===== config.mk =====
export PLATFORM = sky130hd
export DESIGN_NAME = tic_tac_toe_ai_player
export DESIGN_NICKNAME = d
export VERILOG_FILES = /design/src/rtl/tic_tac_toe_ai_player.sv
export SDC_FILE = /design/constraint.sdc
export NUM_CORES = 1
export LEC_CHECK = 0
export ABC_AREA = 1
export CORE_ASPECT_RATIO = 1.2
export CORE_UTILIZATION = 51
export DETAILED_ROUTE_END_ITERATION = 10
export PLACE_DENSITY_LB_ADDON = 0.05
export SYNTH_ARGS = -nofsm -noshare
export SYNTH_HDL_FRONTEND = slang
export SYNTH_SLANG_ARGS = --single-unit

===== constraint.sdc =====
create_clock -name clock -period 2.1 [get_ports clock]
set_input_delay 0.525 -clock clock [delete_from_list [all_inputs] [get_ports clock]]
set_output_delay 0.525 -clock clock [all_outputs]
set_load 0.05 [all_outputs]

===== src/rtl/tic_tac_toe_ai_player.sv =====
// Computer-side move generator for tic-tac-toe.
// Takes a snapshot of the board on start. It then scans the eight lines one per cycle,
// first for a winning move and then (when TTT_AI_BLOCK_EN is defined) for a blocking
// move. If neither scan hits, it falls back to a static preference order.
// The result is a one-cycle move_valid or no_move strobe.
// Optional feature macro: TTT_AI_BLOCK_EN (opponent-blocking scan; absent by default).
module tic_tac_toe_ai_player #(
  parameter logic [1:0] AI_CODE       = 2'b10,
  parameter logic [1:0] OPP_CODE      = 2'b01,
  parameter bit         PREFER_CENTER = 1'b1
) (
  input  logic        clock,
  input  logic        reset,
  input  logic        start,
  input  logic [17:0] board,
  output logic [3:0]  move_position,
  output logic        move_valid,
  output logic        no_move,
  output logic        busy
);

  typedef enum logic [2:0] {
    StIdle,
    StScanWin,
`ifdef TTT_AI_BLOCK_EN
    StScanBlock,
`endif
    StPick,
    StDone
  } state_e;

  // Static preference tables; entry j sits at bits [4j+3:4j].
  localparam logic [35:0] CenterOrder = {4'd7, 4'd5, 4'd3, 4'd1, 4'd8, 4'd6, 4'd2, 4'd0, 4'd4};
  localparam logic [35:0] CornerOrder = {4'd7, 4'd5, 4'd3, 4'd1, 4'd4, 4'd8, 4'd6, 4'd2, 4'd0};
  localparam logic [35:0] PickOrder   = PREFER_CENTER ? CenterOrder : CornerOrder;

  state_e      state;
  logic [2:0]  line_k;
  logic [17:0] snapshot;

  logic [3:0]  idx_a, idx_b, idx_c;
  logic [1:0]  cell_a, cell_b, cell_c;
  logic [1:0]  scan_code;
  logic        line_hit;
  logic [3:0]  line_pos;
  logic        pick_hit;
  logic [3:0]  pick_pos;

  // Three cell indices of line k, packed {a, b, c}.
  function automatic logic [11:0] line_cells(input logic [2:0] k);
    case (k)
      3'd0:    return {4'd0, 4'd1, 4'd2};
      3'd1:    return {4'd3, 4'd4, 4'd5};
      3'd2:    return {4'd6, 4'd7, 4'd8};
      3'd3:    return {4'd0, 4'd3, 4'd6};
      3'd4:    return {4'd1, 4'd4, 4'd7};
      3'd5:    return {4'd2, 4'd5, 4'd8};
      3'd6:    return {4'd0, 4'd4, 4'd8};
      default: return {4'd2, 4'd4, 4'd6};
    endcase
  endfunction

  function automatic logic [1:0] cell_at(input logic [17:0] b, input logic [3:0] idx);
    return b[{idx, 1'b0} +: 2];
  endfunction

  // Evaluate the current line: two cells of scan_code plus one empty cell is a hit.
  always_comb begin
    {idx_a, idx_b, idx_c} = line_cells(line_k);
    cell_a = cell_at(snapshot, idx_a);
    cell_b = cell_at(snapshot, idx_b);
    cell_c = cell_at(snapshot, idx_c);
`ifdef TTT_AI_BLOCK_EN
    scan_code = (state == StScanBlock) ? OPP_CODE : AI_CODE;
`else
    scan_code = AI_CODE;
`endif
    line_hit = 1'b0;
    line_pos = idx_a;
    if (cell_a == 2'b00 && cell_b == scan_code && cell_c == scan_code) begin
      line_hit = 1'b1;
      line_pos = idx_a;
    end else if (cell_b == 2'b00 && cell_a == scan_code && cell_c == scan_code) begin
      line_hit = 1'b1;
      line_pos = idx_b;
    end else if (cell_c == 2'b00 && cell_a == scan_code && cell_b == scan_code) begin
      line_hit = 1'b1;
      line_pos = idx_c;
    end
  end

  // First empty cell in static order; walking backwards lets the earliest entry win.
  always_comb begin
    pick_hit = 1'b0;
    pick_pos = 4'd0;
    for (int j = 8; j >= 0; j--) begin
      if (cell_at(snapshot, PickOrder[4*j +: 4]) == 2'b00) begin
        pick_hit = 1'b1;
        pick_pos = PickOrder[4*j +: 4];
      end
    end
  end

  // Move-selection FSM with registered outputs.
  always_ff @(posedge clock or posedge reset) begin
    if (reset) begin
      state         <= StIdle;
      line_k        <= 3'd0;
      snapshot      <= 18'd0;
      move_position <= 4'd0;
      move_valid    <= 1'b0;
      no_move       <= 1'b0;
      busy          <= 1'b0;
    end else begin
      case (state)
        StIdle: begin
          if (start) begin
            snapshot <= board;
            line_k   <= 3'd0;
            busy     <= 1'b1;
            state    <= StScanWin;
          end
        end
        StScanWin: begin
          if (line_hit) begin
            move_position <= line_pos;
            move_valid    <= 1'b1;
            state         <= StDone;
          end else if (line_k == 3'd7) begin
            line_k <= 3'd0;
`ifdef TTT_AI_BLOCK_EN
            state  <= StScanBlock;
`else
            state  <= StPick;
`endif
          end else begin
            line_k <= line_k + 3'd1;
          end
        end
`ifdef TTT_AI_BLOCK_EN
        StScanBlock: begin
          if (line_hit) begin
            move_position <= line_pos;
            move_valid    <= 1'b1;
            state         <= StDone;
          end else if (line_k == 3'd7) begin
            line_k <= 3'd0;
            state  <= StPick;
          end else begin
            line_k <= line_k + 3'd1;
          end
        end
`endif
        StPick: begin
          // A full board keeps the previous move_position and flags no_move instead.
          if (pick_hit) begin
            move_position <= pick_pos;
            move_valid    <= 1'b1;
          end else begin
            no_move <= 1'b1;
          end
          state <= StDone;
        end
        StDone: begin
          move_valid <= 1'b0;
          no_move    <= 1'b0;
          busy       <= 1'b0;
          state      <= StIdle;
        end
        default: state <= StIdle;
      endcase
    end
  end

endmodule


==> results by group <==
Min path
  • HP Class: reg2reg
  • Hold path start: move_position[2]$_DFFE_PP0P_
  • WHS Path Cells: 2
  • Hold EP: move_position[2]$_DFFE_PP0P_

Timing
  • Setup violators final: 10
  • Worst setup margin: -0.398 ns
  • Max-slew violations: 0
  • Final Skew: 0.00873 ns
  • Final Hold Viols: 0
  • RSZ-0062 raised after global routing: true
  • Period utilisation layout: 119%
  • Fmax: 0.400 GHz
  • Min cycle time layout: 2.50 ns
  • Worst-Margin Slew: 0.523 ns
  • Slew margin rel.: 65.0%

Synth
  • Number of synthesized flops with an enable pin: 0
  • Post-synth ARST share: 100%
  • Syn_area_per_cell: 6.78 um2
  • Yosys cell types: 32
  • Top post-synthesis cells by area: dfrtp_1 (31%), nand2_1 (17%), nand3_1 (9.4%)
  • Syn. warnings: 0
  • Count of state elements after synthesis: 30
  • Top FF cell, synth: dfrtp_1
  • Register area share after synthesis: 31.4%
  • Cells after Synth: 353
  • Yosys top cell by area: dfrtp_1
  • Top-area cell type share of the netlist area: 31.4%
  • Syn Nets: 385
  • Synthesized cell area: 2390 um2

Final layout
  • Nets: 458
  • Commonest non-fill, non-tap cell in the layout: nand2_1
  • Register area: 753 um2
  • P&R area growth vs syn: 44.3%
  • Multi-input logic area: 1710 um2
  • Layout filler cell count: 314
  • Diodes inserted: 0
  • Final core utilization: 78.6%
  • Most frequent cells in the layout: nand2_1 (97), inv_1 (38), buf_4 (37), nand3_1 (29), dfrtp_1 (28)
  • Share of cells above drive strength 1: 30.7%

Clock tree
  • Sink Count: 30
  • Number of H-tree levels: 2
  • CTS tree: done
  • CTS max path bufs: 2
  • Worst-path clk slew: 0.07 ns
  • CTS Hold Bufs: 0
  • Clock Latency Late Sink: 0.28 ns
  • Num CTS Buffers: 5
  • Clock Tree Root: clkbuf_8

Setup path
  • Register-to-register setup slack: -0.40 ns
  • Classification of the worst setup path: reg2reg
  • Critical path arrival: 2.72 ns
  • CP Max Fanout: 8
  • CP Launch Type: flop
  • R2R depth: 17
  • Crit path capture type: flop
  • Worst path required time: 2.32 ns
  • R2r startpoint: line_k[0]$_DFFE_PP0P_
  • Reg2reg end: state[1]$_DFFE_PP0P_

GRT
  • First-pass GRT wire length: 11.1 mm
  • Vias in the first global route: 2475
  • Initial antenna violation count: 0
  • Largest net degree at the start of global routing: 32
  • GRT Residual Overflow: 0
  • Gr usage total: 28.6%

Route
  • DRT Wirelength: 6.98 mm
  • DR vias/cell: 5.51
  • First-pass DRT Iterations: 7
  • DRC: 0
  • DR WL/cell: 14.5 um
  • DRT antenna net count: 0
  • Number of DRC markers in iteration 0: 262
  • Vias: 2659

Job
  • MaxCap Viol Count: 0

Floorplanning
  • Die height: 77.0 um
  • Num rows: 26
  • Chip Width: 64.5 um
  • Core Region: 4390 um2
  • IO Pins: 28
  • Die area: 4970 um2
  • Initial Utilization: 54.5%

Placement
  • Count of input and output buffers: 27
  • GP Congestion: 1.01
  • Detailed placement HPWL: 5.09 mm

Outcome
  • Failing checks: setup timing
  • Status: finished with violations
==> logic make-up (layout without fill, tap and decap cells) <==
kind of cell	count (synthesis)	after routing	share of synthesized area, %
flops	30	30	31.4
fa+ha+maj	11	11	5.75
compound gates	45	45	10.5
simple gates	214	215	42.8
buf+inv	53	126	9.62
==> through the flow <==
| step | instances | hold slack, ns | setup TNS [ns] | setup WS [ns] | cell area (um2) |
|---|---|---|---|---|---|
| floorplan | 353 | 0.484 | -0.454 | -0.0640 | 2490 |
| global placement | 466 | 0.477 | -3.11 | -0.362 | 3050 |
| detailed placement | 466 | 0.464 | -3.25 | -0.347 | 3050 |
| CTS | 478 | 0.495 | -3.10 | -0.322 | 3210 |
| global route | 483 | 0.517 | -5.27 | -0.574 | 3450 |
| finish | 483 | 0.494 | -3.84 | -0.398 | 3450 |
==> synthesized netlist by cell type (3+ instances only) <==
library cell  number
inv_1             42
dfrtp_1           30
nand3_1           45
a21oi_1            8
nor2_2             3
nor2_4             3
nand3_2            4
nand2_1          108
nor3_1             4
clkbuf_1           3
nand2_4            5
o21ai_0           29
nand2_2            9
nor2_1            25
ha_1              11
==> routing by layer <==
metal	part of all wire, %	wire (um)	track usage, %	vias up
li1	-	-	-	1284
met1	43	3010	38.3	1235
met2	49	3400	46.2	120
met3	6.0	416	4.17	20
met4	2.2	151	10.9	0
met5	0	0	0	-
==> timing repair <==
item,CTS,global route
pin swaps,7,27
gates cloned,1,0
setup buffers,3,5
setup endpoints to repair,10,11
gates resized for setup,6,48
==> final cells by class <==
cell class / count / area share [%]
tap: 56 / 2.03
inverter: 47 / 5.40
clock inverter: 1 / 0.145
clock buffer: 7 / 2.50
multi-input combinational: 271 / 49.6
sequential: 30 / 21.8
timing repair buffer: 71 / 18.5
==> worst max-delay path: stages, from the launching register on <==
cell,delay [ns]
dfrtp_2,0.47
ha_4,0.20
ha_4,0.17
a21oi_4,0.15
nand3_4,0.17
nand2_4,0.16
nand2_1,0.08
nand3_2,0.09
nand3_2,0.11
nand2_4,0.12
nand3_2,0.12
nor2_4,0.18
nor2_4,0.06
nand4_1,0.10
nand2_2,0.08
inv_2,0.06
nand2_1,0.05
nand2_1,0.06
==> registers in the layout, summed over array words and instances (netlist names) <==
signal,flops
line_k,3
state,2
no_move,1
busy,1
snapshot,18
move_position,4
move_valid,1
==> worst max-delay path by stage <==
stage	endpoint	cells past startpoint	start	slack, ns
2_1_floorplan	state[1]$_DFFE_PP0P_	17	line_k[0]$_DFFE_PP0P_	-0.06
6_report	state[1]$_DFFE_PP0P_	17	line_k[0]$_DFFE_PP0P_	-0.40
3_5_place_dp	state[0]$_DFFE_PP0P_	17	line_k[1]$_DFFE_PP0P_	-0.35
3_3_place_gp	move_position[0]$_DFFE_PP0P_	16	line_k[1]$_DFFE_PP0P_	-0.36
4_1_cts	line_k[0]$_DFFE_PP0P_	16	line_k[0]$_DFFE_PP0P_	-0.32
5_1_grt	state[1]$_DFFE_PP0P_	18	line_k[1]$_DFFE_PP0P_	-0.57
Power is not shown: default switching activity piles up to over one toggle a cycle in this logic, so the estimate is an artifact.
